===== src/rtl/imm_gen_pkg.sv =====
`default_nettype none
// ============================================================================
//  Module   : imm_gen_pkg
//  Purpose  : Shared types and constants for the immediate-generation stage:
//             immediate-type select, stage occupancy states, RV32I opcodes and
//             the opcode-to-immediate-type decoder used by autodecode builds.
//  Revision : 1.0  initial release
// ============================================================================
package imm_gen_pkg;

  // Immediate-type select; codes 0-3 line up with the legacy 2-bit encoding.
  typedef enum logic [2:0] {
    IMM_I   = 3'd0,
    IMM_S   = 3'd1,
    IMM_B   = 3'd2,
    IMM_J   = 3'd3,
    IMM_U   = 3'd4,
    IMM_Z   = 3'd5,
    IMM_SH  = 3'd6,
    IMM_RSV = 3'd7
  } imm_type_e;

  // Occupancy of the main/skid register pair.
  typedef enum logic [1:0] {
    ST_EMPTY = 2'd0,
    ST_ONE   = 2'd1,
    ST_TWO   = 2'd2
  } stage_state_e;

  // RV32I major opcodes that carry an immediate.
  localparam logic [6:0] c_opc_op_imm = 7'b0010011;
  localparam logic [6:0] c_opc_load   = 7'b0000011;
  localparam logic [6:0] c_opc_jalr   = 7'b1100111;
  localparam logic [6:0] c_opc_store  = 7'b0100011;
  localparam logic [6:0] c_opc_branch = 7'b1100011;
  localparam logic [6:0] c_opc_jal    = 7'b1101111;
  localparam logic [6:0] c_opc_lui    = 7'b0110111;
  localparam logic [6:0] c_opc_auipc  = 7'b0010111;
  localparam logic [6:0] c_opc_system = 7'b1110011;

  // funct3 values of OP-IMM that use a shift amount instead of an I immediate.
  localparam logic [2:0] c_f3_sll = 3'b001;
  localparam logic [2:0] c_f3_srl = 3'b101;

  // Map opcode/funct3 to an immediate type; unknown opcodes are reserved.
  function automatic imm_type_e decode_imm_type(input logic [6:0] opcode,
                                                input logic [2:0] funct3);
    imm_type_e t;
    t = IMM_RSV;
    case (opcode)
      c_opc_op_imm: t = (funct3 == c_f3_sll || funct3 == c_f3_srl) ? IMM_SH : IMM_I;
      c_opc_load,
      c_opc_jalr:   t = IMM_I;
      c_opc_store:  t = IMM_S;
      c_opc_branch: t = IMM_B;
      c_opc_jal:    t = IMM_J;
      c_opc_lui,
      c_opc_auipc:  t = IMM_U;
      c_opc_system: t = IMM_Z;
      default:      t = IMM_RSV;
    endcase
    return t;
  endfunction

endpackage
`default_nettype wire


===== src/rtl/imm_gen_stage_extend.sv =====
`default_nettype none
// ============================================================================
//  Module   : imm_extend_core
//  Purpose  : Combinational immediate extraction and sign/zero extension to
//             XLEN bits (32 or 64), with a flag for the reserved select.
//  Revision : 1.0  initial release
// ============================================================================
module imm_extend_core
  import imm_gen_pkg::*;
#(
  parameter int XLEN = 32
) (
  input  logic [31:0]     instr,
  input  logic [2:0]      imm_type,
  output logic [XLEN-1:0] imm,
  output logic            illegal
);

  // Everything is built at 64 bits and truncated, which keeps the
  // replication counts positive for both XLEN settings.
  logic [63:0] w_ext;
  logic [5:0]  w_shamt;

  // Opcode bits never contribute to the immediate.
  logic w_unused_opc;
  assign w_unused_opc = ^instr[6:0];

  // Format-specific field gathering; reserved select yields zero and flags it.
  always_comb begin
    w_ext   = '0;
    illegal = 1'b0;
    case (imm_type_e'(imm_type))
      IMM_I:   w_ext = {{52{instr[31]}}, instr[31:20]};
      IMM_S:   w_ext = {{52{instr[31]}}, instr[31:25], instr[11:7]};
      IMM_B:   w_ext = {{51{instr[31]}}, instr[31], instr[7], instr[30:25],
                        instr[11:8], 1'b0};
      IMM_J:   w_ext = {{43{instr[31]}}, instr[31], instr[19:12], instr[20],
                        instr[30:21], 1'b0};
      IMM_U:   w_ext = {{32{instr[31]}}, instr[31:12], 12'b0};
      IMM_Z:   w_ext = {59'b0, instr[19:15]};
      IMM_SH:  w_ext = {58'b0, w_shamt};
      default: begin
        w_ext   = '0;
        illegal = 1'b1;
      end
    endcase
  end

  // Shift amounts grow to 6 bits on 64-bit datapaths.
  generate
    if (XLEN == 64) begin : g_xlen64
      assign w_shamt = instr[25:20];
      assign imm     = w_ext;
    end else begin : g_xlen32
      logic w_unused_hi;
      assign w_unused_hi = ^w_ext[63:32];
      assign w_shamt     = {1'b0, instr[24:20]};
      assign imm         = w_ext[31:0];
    end
  endgenerate

endmodule
`default_nettype wire


===== src/rtl/imm_gen_stage.sv =====
`default_nettype none
// ============================================================================
//  Module   : imm_gen_stage
//  Purpose  : Registered immediate-generation stage with valid/ready flow
//             control, a main+skid register pair for full throughput and a
//             synchronous flush. Immediates are extended before capture.
//  Options  : IMM_GEN_AUTODECODE_EN - derive the immediate type from
//             in_instr[6:0] instead of in_imm_type.
//  Revision : 1.0  initial release
// ============================================================================
module imm_gen_stage
  import imm_gen_pkg::*;
#(
  parameter int XLEN  = 32,
  parameter int TAG_W = 8
) (
  input  logic             clk,
  input  logic             rst_n,
  input  logic             flush,
  input  logic             in_valid,
  output logic             in_ready,
  input  logic [31:0]      in_instr,
  input  logic [2:0]       in_imm_type,
  input  logic [TAG_W-1:0] in_tag,
  output logic             out_valid,
  input  logic             out_ready,
  output logic [XLEN-1:0]  out_imm,
  output logic [TAG_W-1:0] out_tag,
  output logic             out_illegal
);

  logic [2:0]      w_type;
  logic [XLEN-1:0] w_imm;
  logic            w_ill;

`ifdef IMM_GEN_AUTODECODE_EN
  logic w_unused_type;
  assign w_unused_type = ^in_imm_type;
  assign w_type        = decode_imm_type(in_instr[6:0], in_instr[14:12]);
`else
  assign w_type = in_imm_type;
`endif

  imm_extend_core #(.XLEN(XLEN)) u_extend (
    .instr    (in_instr),
    .imm_type (w_type),
    .imm      (w_imm),
    .illegal  (w_ill)
  );

  stage_state_e    r_state, w_state_nxt;
  logic            r_in_ready, r_out_valid;
  logic            w_accept, w_drain;
  logic            w_load_main, w_load_skid, w_main_from_skid;

  logic [XLEN-1:0]  r_main_imm, r_skid_imm;
  logic [TAG_W-1:0] r_main_tag, r_skid_tag;
  logic             r_main_ill, r_skid_ill;

  assign w_accept = in_valid && r_in_ready;
  assign w_drain  = r_out_valid && out_ready;

  // Occupancy transitions and register load selects; flush wins over all.
  always_comb begin
    w_state_nxt      = r_state;
    w_load_main      = 1'b0;
    w_load_skid      = 1'b0;
    w_main_from_skid = 1'b0;
    if (flush) begin
      w_state_nxt = ST_EMPTY;
    end else begin
      case (r_state)
        ST_EMPTY: begin
          if (w_accept) begin
            w_state_nxt = ST_ONE;
            w_load_main = 1'b1;
          end
        end
        ST_ONE: begin
          if (w_accept && !w_drain) begin
            w_state_nxt = ST_TWO;
            w_load_skid = 1'b1;
          end else if (w_accept && w_drain) begin
            w_load_main = 1'b1;
          end else if (w_drain) begin
            w_state_nxt = ST_EMPTY;
          end
        end
        ST_TWO: begin
          if (w_drain) begin
            w_state_nxt      = ST_ONE;
            w_main_from_skid = 1'b1;
          end
        end
        default: w_state_nxt = ST_EMPTY;
      endcase
    end
  end

  // State plus handshake flags derived from the next state, so in_ready is a
  // flop output with no combinational path from out_ready.
  always_ff @(posedge clk or negedge rst_n) begin
    if (!rst_n) begin
      r_state     <= ST_EMPTY;
      r_in_ready  <= 1'b1;
      r_out_valid <= 1'b0;
    end else begin
      r_state     <= w_state_nxt;
      r_in_ready  <= (w_state_nxt != ST_TWO);
      r_out_valid <= (w_state_nxt != ST_EMPTY);
    end
  end

  // Payload registers; main drives the outputs, skid absorbs one extra entry.
  always_ff @(posedge clk or negedge rst_n) begin
    if (!rst_n) begin
      r_main_imm <= '0;
      r_main_tag <= '0;
      r_main_ill <= 1'b0;
      r_skid_imm <= '0;
      r_skid_tag <= '0;
      r_skid_ill <= 1'b0;
    end else begin
      if (w_load_main) begin
        r_main_imm <= w_imm;
        r_main_tag <= in_tag;
        r_main_ill <= w_ill;
      end else if (w_main_from_skid) begin
        r_main_imm <= r_skid_imm;
        r_main_tag <= r_skid_tag;
        r_main_ill <= r_skid_ill;
      end
      if (w_load_skid) begin
        r_skid_imm <= w_imm;
        r_skid_tag <= in_tag;
        r_skid_ill <= w_ill;
      end
    end
  end

  assign in_ready    = r_in_ready;
  assign out_valid   = r_out_valid;
  assign out_imm     = r_main_imm;
  assign out_tag     = r_main_tag;
  assign out_illegal = r_main_ill;

endmodule
`default_nettype wire


===== config.mk =====
export PLATFORM = sky130hd
export DESIGN_NAME = imm_gen_stage
export DESIGN_NICKNAME = d
export VERILOG_FILES = /design/src/rtl/imm_gen_pkg.sv /design/src/rtl/imm_gen_stage_extend.sv /design/src/rtl/imm_gen_stage.sv
export SDC_FILE = /design/constraint.sdc
export NUM_CORES = 1
export LEC_CHECK = 0
export CORE_MARGIN = 2
export CORE_UTILIZATION = 45
export DETAILED_ROUTE_END_ITERATION = 16
export HOLD_SLACK_MARGIN = 0.05
export PLACE_DENSITY = 0.75
export SYNTH_ARGS = -nofsm -noshare
export SYNTH_HDL_FRONTEND = slang
export SYNTH_HIERARCHICAL = 1
export SYNTH_SLANG_ARGS = --single-unit

===== constraint.sdc =====
create_clock -name clk -period 3.2 [get_ports clk]
set_input_delay 0.64 -clock clk [delete_from_list [all_inputs] [get_ports clk]]
set_output_delay 0.64 -clock clk [all_outputs]
set_load 0.02 [all_outputs]

# After elaboration in Yosys (flattened, before gate mapping)
# Cells that the tools add are included.
dict set report op_classes {
  mux 26
  bitwise_logic 0
  n_reduce_logical 10
  eq_ne 9
  shift 0
  n_lt_le_gt_ge 0
  n_div 0
  add_sub_neg 0
  mul 0
}
# cell count
set ops {}
lappend ops {{32-bit case mux with 7 select lines} 1}
lappend ops {{32-bit 2-to-1 mux} 2}
lappend ops {{8-bit 2-to-1 mux} 2}
lappend ops {{1-bit 2-to-1 mux} 13}
lappend ops {{2-bit 2-to-1 mux} 6}
lappend ops {{3-bit equality test (second input constant)} 3}
lappend ops {{7-bit OR reduction} 1}
lappend ops {{3-bit by 2-bit equality test with 1-bit output (second input constant)} 2}
lappend ops {{2-bit case mux with 3 select lines} 1}
lappend ops {{1-bit logical AND} 4}
lappend ops {{2-bit nonzero test} 2}
lappend ops {{3-bit by 1-bit equality test with 1-bit output (second input constant)} 1}
lappend ops {{3-bit zero test} 1}
lappend ops {{2-bit by 1-bit equality test with 1-bit output (second input constant)} 1}
lappend ops {{2-bit equality test (second input constant)} 1}
lappend ops {{2-bit zero test} 1}
lappend ops {{2-bit inequality test (second input constant)} 1}
lappend ops {{1-bit case mux with 2 select lines} 1}
lappend ops {{1-bit zero test} 1}
dict set report totals {
  ramBits 0
  mem_count 0
  wordCells 54
  register_bits 86
  mem_bits_ro 0
  latchBits 0
  inputBits 48
  output_inout_bits 43
}

# Depth between registers and ports, before layout
# Gate-level depths: netlist of run 1.
dict set report depth {
  word_depth 7
  ltp_mapped 7
  mapped_depth_nobuf 5
}

# By module
# Netlist of run 1, hierarchy kept.
# mod seq_area_each_um2 n_inst area_each_um2 cells_per_inst
set modules_own_cells {}
lappend modules_own_cells {imm_gen_stage 2153.3 1 3737.3 249}
lappend modules_own_cells {imm_extend_core 0.0 1 590.6 82}

# Worst setup path before layout of run 1
# No wires, ideal clock.
dict set report synth_timing {
  path_type {input port to flip-flop}
  from {in in_imm_type[1]}
  to {reg r_main_imm[18] (netlist: out_imm[18])}
  required_ns 3.074
  setup_time_ns 0.126
  t_arrival_ns 1.768
  path_buffers 2
  path_slack_ns 1.306
  cell_stages 7
  path_cell_list {buf_6 and2_4 buf_6 a21o_1 a22o_1 and3_1 a221o_1}
}
dict set report synth_via {
  elab_chain_len 3
  word_cells_on_any_way 9
  cone_classes {eq/ne: 6; mux: 2; reduce/logical: 1}
}
# element line_no
set synth_lines {}
lappend synth_lines {{start, declared} imm_gen_stage.sv:23} ;# input logic [2:0] in_imm_type,
lappend synth_lines {{3-bit equality test, or another cell as far along} imm_gen_stage_extend.sv:32} ;# case (imm_type_e'(imm_type))
lappend synth_lines {{32-bit case mux with 7 select lines (*)} imm_gen_stage_extend.sv:32}
lappend synth_lines {{net w_imm[18]} imm_gen_stage.sv:33} ;# logic [XLEN-1:0] w_imm;
lappend synth_lines {{32-bit 2-to-1 mux (*)} imm_gen_stage.sv:124} ;# if (w_load_main) begin
lappend synth_lines {{end signal, assigned} imm_gen_stage.sv:125} ;# r_main_imm <= w_imm;
lappend synth_lines {{end signal, assigned} imm_gen_stage.sv:129} ;# r_main_imm <= r_skid_imm;
lappend synth_lines {{end, declared} imm_gen_stage.sv:56} ;# logic [XLEN-1:0] r_main_imm, r_skid_imm;
# Mark *: on every way through the listed nets, which the timed path passes. The rest lies on a longest branch.
# A chain may end at the register's enable or synchronous reset.

# Worst setup path in the final report of run 1
dict set report layout_timing {
  from {in flush}
  to {reg r_main_imm[27] (netlist: out_imm[27])}
}
dict set report layout_via {
  elab_chain_len 2
  word_cells_on_any_way 4
  cone_classes {mux: 3; reduce/logical: 1}
}
# element line_no
set layout_lines {}
lappend layout_lines {{start, declared} imm_gen_stage.sv:19} ;# input logic flush,
lappend layout_lines {{1-bit 2-to-1 mux} imm_gen_stage.sv:69} ;# if (flush) begin
lappend layout_lines {{32-bit 2-to-1 mux / 2-bit nonzero test (equally long branches)} n/a}
# Parallel ways exist; a longest one is shown, timed or not.

==> impl_metrics.env, run 1 <==
export IMPL_critPathMaxFanout=41
export IMPL_wl_mm=10.4
export IMPL_synthMuxAreaShare_pct=16.2
export IMPL_cts_buffers_inserted=9
export IMPL_cts_resized=0
export IMPL_clock_sinks=86
export IMPL_synth_largest_area_cell="dfrtp_1"
export IMPL_ys_types=41
export IMPL_setup_viol=0
export IMPL_gr_total_overflow=0
export IMPL_crit_slowest_cell="a2bb2oi_4"
export IMPL_layout_drive_gt1_share_pct=19.0
export IMPL_period_minus_slack_ps=2450
export IMPL_ant_nets=0
export IMPL_yosys_area_share_simple_pct=10.6
export IMPL_hold_violations=0
export IMPL_die_w_um=102
export IMPL_synth_top_family_by_area="compound AO/OA/AOI/OAI gates"
export IMPL_finalCritPeriodShare_pct=76.4
export IMPL_synthToLayoutAreaGrowth_pct=24.1
export IMPL_crit_arrival_ps=2720
export IMPL_maxCapViolations=0
export IMPL_ir_worst_vdd_mv=0.307
export IMPL_start_util_pct=46.6
export IMPL_nets=453
export IMPL_maxSlewViolCount=0
export IMPL_synth_top_cell_area_share_pct=49.1
export IMPL_cp_required_ps=3470
export IMPL_post_place_ws_ps=384
export IMPL_synth_adder_area_share_pct=0
export IMPL_synth_xor_area_share_pct=0.838
export IMPL_grt_max_degree=87
export IMPL_hold_buffers=0
export IMPL_syn_inst=331
export IMPL_fp_coreArea_um2=9280
export IMPL_grt_setup_unrepaired="no"
export IMPL_vias=3049
export IMPL_syn_area_um2=4330
export IMPL_seq_area_frac_synth_pct=49.8
export IMPL_port_buffers=83
export IMPL_synth_compound_area_share_pct=17.5
export IMPL_grtUsageTotal_pct=21.1
export IMPL_stdcell_area_um2=5370
export IMPL_slew_headroom_pct=22.4
export IMPL_diodes=0
export IMPL_placementRows=35
export IMPL_wire_per_inst_um=19.2
export IMPL_syn_avg_cell_area_um2=13.1
export IMPL_grt_pass1_wl_mm=17.0
export IMPL_path_clk_slew_ps=90
export IMPL_antenna_found_initial=0
export IMPL_clk_latency_ps=340
export IMPL_cts_path_max_buffers=2
export IMPL_post_cts_buffers=0
export IMPL_drt_iter0_markers=249
export IMPL_drc=0
export IMPL_crit_chain="clkdlybuf4s50_1 > and4bb_1 > a2bb2oi_4 > a221o_1"
export IMPL_cts_tree="done"
export IMPL_place_hpwl_mm=6.71
export IMPL_dieArea_um2=10400
export IMPL_outcome="complete, no violations"
export IMPL_cpPeakStageDelay_ps=930
export IMPL_viasPerCell=5.66
export IMPL_root_buffer="clkbuf_8"
export IMPL_yosys_warnings=6
export IMPL_placed_area_um2=5190
export IMPL_dieHeight_um=102
export IMPL_first_global_vias=3143
export IMPL_syn_num_nets=379
export IMPL_dr_pass1_iters=4
export IMPL_cts_htree_levels=3
export IMPL_end_kind="register"
export IMPL_leakage_nw=2.66
export IMPL_p_per_area_nw_per_um2=676
export IMPL_fmax_mhz=409
export IMPL_gp_congestion=0.913
export IMPL_startpoint_type="primary input"
export IMPL_fin_setup_tns_ps=0
export IMPL_hp_class="primary input to async pin"
export IMPL_clock_skew_ps=9.04
export IMPL_synth_area_leaders="dfrtp_1 49%, mux2_4 14%, a221o_1 9.5%, and3_1 5.9%, buf_6 3.1%"
export IMPL_worst_pin_slew_ps=1160
export IMPL_setup_ws_ps=754
export IMPL_ys_ff_latch=86
export IMPL_critPathKind="primary input to register"
export IMPL_ioPinCount=91
per-stage QoR:
step	power (W)	hold slack [ps]	util, %	instances
floorplan	0.00245	344	-	331
global placement	0.00291	476	55.9	523
detailed placement	0.00295	487	55.9	523
CTS	0.00366	504	57.9	539
global route	0.00384	519	57.9	539
finish	0.00363	465	57.9	539
sequential cells by signal, indices dropped and copies added, names as in the netlist:
register and cells:
out_valid 1, r_skid_ill 1, out_imm 32, out_tag 8, r_skid_tag 8, r_state 2, in_ready 1, r_skid_imm 32
out_illegal 1
critical path: cells and delay by family:
| family | cells | cell delay [ps] |
|---|---|---|
| AOI/OAI and AO/OA | 2 | 1240 |
| and+or+nand+nor | 1 | 290 |
| buffers and inverters | 1 | 530 |
where the power goes:
part	internal (W)	switching (W)	leakage (nW)	total, W
Sequential	0.00146	0.000225	1.10	0.00168
Combinational	0.000745	0.000505	1.47	0.00125
Clock	0.000325	0.000375	0.0857	0.000699
Total	0.00252	0.00110	2.66	0.00363
path summary, 6_finish.rpt:
| check | slack [ps] | start | end | cells past startpoint |
|---|---|---|---|---|
| min in group clk | 500 | r_skid_ill$_DFFE_PN0P_ | r_skid_ill$_DFFE_PN0P_ | 1 |
| max | 750 | flush | out_imm[27]$_DFFE_PN0P_ | 4 |
| min reg2reg | 500 | r_skid_ill$_DFFE_PN0P_ | r_skid_ill$_DFFE_PN0P_ | 1 |
| max in group asynchronous | 2040 | rst_n | out_valid$_DFF_PN0_ | 1 |
| min | 470 | rst_n | out_imm[24]$_DFFE_PN0P_ | 1 |
| max reg2reg | 1110 | in_ready$_DFF_PN1_ | r_skid_ill$_DFFE_PN0P_ | 5 |
logic make-up after synthesis:
group | Yosys count
buffers and inverters | 31
muxes | 50
DFF | 86
AOI/OAI and AO/OA | 91
xor gates and xnor gates | 2
and+or+nand+nor | 71
final cells by class:
| class | instances | area [um2] |
|---|---|---|
| Clock buffer | 13 | 159 |
| Clock inverter | 3 | 20.0 |
| Fill cell | 791 | 3910 |
| Inverter | 1 | 3.75 |
| Multi-Input combinational cell | 214 | 1960 |
| Sequential cell | 86 | 2150 |
| Tap cell | 129 | 161 |
| Timing Repair Buffer | 93 | 916 |
routing by layer:
metal | part of all wire [%] | vias to the layer above | wire length [um] | global-route usage [%]
met2 | 46 | 102 | 4720 | 31.7
met3 | 4.4 | 15 | 458 | 2.60
met4 | 1.9 | 0 | 199 | 8.51
li1 | - | 1415 | - | -
met5 | 0 | - | 0 | 0
met1 | 48 | 1517 | 4990 | 31.2
cells in the mapped netlist:
master,instances
a211oi_1,1
a21bo_2,1
a21boi_1,1
a21o_1,14
a21oi_1,16
a221o_1,41
a221oi_1,1
a22o_1,1
a22oi_1,5
a2bb2oi_4,1
and2_1,2
and2_4,1
and2b_4,1
and3_1,41
and4bb_1,1
buf_1,1
buf_2,6
buf_4,2
buf_6,12
clkbuf_1,9
dfrtp_1,85
dfstp_2,1
inv_2,1
mux2_1,1
mux2_4,40
mux2i_1,9
nand2_1,4
nand2_4,1
nand2b_1,1
nand3b_1,1
nor2_1,3
nor2_2,1
nor2b_1,9
nor2b_2,2
nor3b_1,1
nor3b_2,1
o21ai_0,1
o22ai_1,8
or2_2,1
xnor2_1,1
xor2_4,1
placed cells by master (no fill, tap or decap), types with 2 or more instances in the layout:
cell,n
dfrtp_1,85
nor2_1,3
buf_4,10
a21oi_1,16
nor2b_1,9
mux2i_1,9
clkinvlp_4,2
clkdlybuf4s50_1,82
mux2_4,40
a221o_1,41
o22ai_1,8
nor2b_2,2
clkbuf_8,11
nand2_1,4
and3_1,41
a21o_1,14
a22oi_1,5
and2_1,2
clkbuf_1,2
No activity file was read; power rests on OpenSTA's default activity.
==> run 2, diff against run 1 <==
--- a/config.mk
+++ b/config.mk
@@ -9,7 +9,7 @@
 export CORE_UTILIZATION = 45
 export DETAILED_ROUTE_END_ITERATION = 16
 export HOLD_SLACK_MARGIN = 0.05
-export PLACE_DENSITY = 0.75
+export PLACE_DENSITY = 0.78
 export SYNTH_ARGS = -nofsm -noshare
 export SYNTH_HDL_FRONTEND = slang
 export SYNTH_HIERARCHICAL = 1
==> constraint.sdc (replaced) <==
create_clock -name clk -period 2.2 [get_ports clk]
set_input_delay 0.44 -clock clk [delete_from_list [all_inputs] [get_ports clk]]
set_output_delay 0.44 -clock clk [all_outputs]
set_load 0.02 [all_outputs]
==> run 2 against run 1 <==
Combinational power increased by 50%. First-iteration DRC count decreased by 1.2%. Routed wire length increased by 3.1%. Hold slack got worse by 400 ps. Power increased by 51%. Sequential power increased by 46%. Largest cell class unchanged.
==> impl_metrics.env, run 2 (synthesized netlist as in run 1, its figures left out) <==
export IMPL_setup_viol=0
export IMPL_finalCritPeriodShare_pct=88.3
export IMPL_start_util_pct=46.6
export IMPL_cts_htree_levels=3
export IMPL_critPathMaxFanout=4
export IMPL_placementRows=35
export IMPL_ir_worst_vdd_mv=0.480
export IMPL_critPathKind="register to output pin"
export IMPL_grt_pass1_wl_mm=17.4
export IMPL_path_depth=1
export IMPL_die_w_um=102
export IMPL_cp_required_ps=1760
export IMPL_placed_cells=536
export IMPL_hp_class="primary input to async pin"
export IMPL_grt_util_met1_pct=29.6
export IMPL_outcome="complete, no violations"
export IMPL_crit_chain="clkdlybuf4s50_1"
export IMPL_slew_headroom_pct=62.5
export IMPL_hold_violations=0
export IMPL_root_buffer="clkbuf_8"
export IMPL_antenna_found_initial=0
export IMPL_clk_latency_ps=350
export IMPL_port_buffers=83
export IMPL_r2r_cells=4
export IMPL_diodes=0
export IMPL_layout_drive_gt1_share_pct=22.0
export IMPL_ioPinCount=91
export IMPL_wl_mm=10.7
export IMPL_period_minus_slack_ps=1940
export IMPL_fin_setup_tns_ps=0
export IMPL_cpLargestDelayFamily="buffers and inverters"
export IMPL_grt_max_degree=43
export IMPL_clock_sinks=86
export IMPL_p_per_area_nw_per_um2=983
export IMPL_cts_path_max_buffers=2
export IMPL_clock_skew_ps=11.3
export IMPL_dieArea_um2=10400
export IMPL_cts_tree="done"
export IMPL_hold_ws_ps=63.6
export IMPL_met3_usage_pct=2.67
export IMPL_gp_congestion=0.838
export IMPL_place_hpwl_mm=7.28
export IMPL_maxSlewViolCount=0
export IMPL_cts_buffers_inserted=9
export IMPL_met2_usage_pct=34.9
export IMPL_finalNonFillerCells=552
export IMPL_leakage_nw=2.77
export IMPL_dr_pass1_iters=5
export IMPL_layout_common_cells="85 x dfrtp_1, 82 x clkdlybuf4s50_1, 41 x and3_1, 41 x a221o_1, 40 x mux2_4"
export IMPL_maxCapViolations=0
export IMPL_worst_pin_slew_ps=563
export IMPL_ant_nets=0
export IMPL_dieHeight_um=102
export IMPL_cp_num_buf_inv=1
export IMPL_top_usage_layer="met2"
export IMPL_final_common_cell="dfrtp_1"
export IMPL_post_cts_buffers=0
export IMPL_grtUsageTotal_pct=21.7
export IMPL_drc=0
export IMPL_drt_iter0_markers=246
export IMPL_wire_per_inst_um=19.4
export IMPL_crit_slowest_cell="clkdlybuf4s50_1"
export IMPL_cpPeakStageDelay_ps=600
export IMPL_cts_resized=0
export IMPL_crit_arrival_ps=1500
export IMPL_end_kind="output pin"
export IMPL_path_clk_slew_ps=90
export IMPL_viasPerCell=5.81
export IMPL_vias=3209
export IMPL_startpoint_type="register"
export IMPL_nets=466
export IMPL_synthToLayoutAreaGrowth_pct=28.7
export IMPL_grt_setup_unrepaired="no"
export IMPL_first_global_vias=3362
export IMPL_fp_coreArea_um2=9280
export IMPL_hold_buffers=0
export IMPL_fmax_mhz=515
export IMPL_gr_total_overflow=0
==> run 2: cell count changes in the layout (fill, tap and decap cells not counted), sizes merged <==
cell / previous run / this run
buf: 11 / 24
bufinv: 0 / 1
clkbuf: 13 / 11
clkinv: 1 / 4
clkinvlp: 2 / 0
==> run 2: path summary, 6_finish.rpt <==
kind / startpoint / to / slack [ps]
worst max-delay path: in_ready$_DFF_PN1_ / in_ready / 260
worst min-delay path: rst_n / r_skid_tag[5]$_DFFE_PN0P_ / 60
worst max register to register: in_ready$_DFF_PN1_ / out_imm[21]$_DFFE_PN0P_ / 360
worst min register to register: r_skid_ill$_DFFE_PN0P_ / r_skid_ill$_DFFE_PN0P_ / 510
max in group asynchronous: rst_n / in_ready$_DFF_PN1_ / 1530
min in group clk: r_skid_ill$_DFFE_PN0P_ / r_skid_ill$_DFFE_PN0P_ / 510
==> run 2: area by class of cell <==
cell class | count | area [um2]
Clock inverter | 5 | 57.6
Multi-Input combinational cell | 214 | 1950
Fill cell | 776 | 3710
Clock buffer | 11 | 151
Sequential cell | 86 | 2150
Timing Repair Buffer | 106 | 1090
Inverter | 1 | 3.75
Tap cell | 129 | 161
==> run 2: per-stage QoR <==
step                worst slack [ps]  area (um2)  total power [W]  util (%)
floorplan                        506        4330          0.00356         -
global placement               -15.8        5360          0.00427      57.7
detailed placement             -34.2        5360          0.00435      57.7
CTS                              238        5570          0.00551      60.0
global route                     210        5570          0.00574      60.0
finish                           257        5570          0.00548      60.0
==> run 2: layer usage <==
metal | wire [um] | share of wire [%] | vias up
li1 | - | - | 1445
met1 | 4710 | 44 | 1626
met2 | 5240 | 49 | 116
met3 | 474 | 4.4 | 22
met4 | 269 | 2.5 | 0
met5 | 0 | 0 | -
==> run 2: where the power goes <==
part,internal [W],leakage [nW],switching [W],total (W)
clock network,0.000587,0.109,0.000559,0.00115
logic,0.00112,1.56,0.000756,0.00188
registers,0.00212,1.10,0.000338,0.00246
==> run 3, diff against run 2 <==
--- a/config.mk
+++ b/config.mk
@@ -10,6 +10,7 @@
 export DETAILED_ROUTE_END_ITERATION = 16
 export HOLD_SLACK_MARGIN = 0.05
 export PLACE_DENSITY = 0.78
+export SLEW_MARGIN = 5
 export SYNTH_ARGS = -nofsm -noshare
 export SYNTH_HDL_FRONTEND = slang
 export SYNTH_HIERARCHICAL = 1
==> results of run 3 <==
Final layout, timing and power as in run 2 (identical DEF).
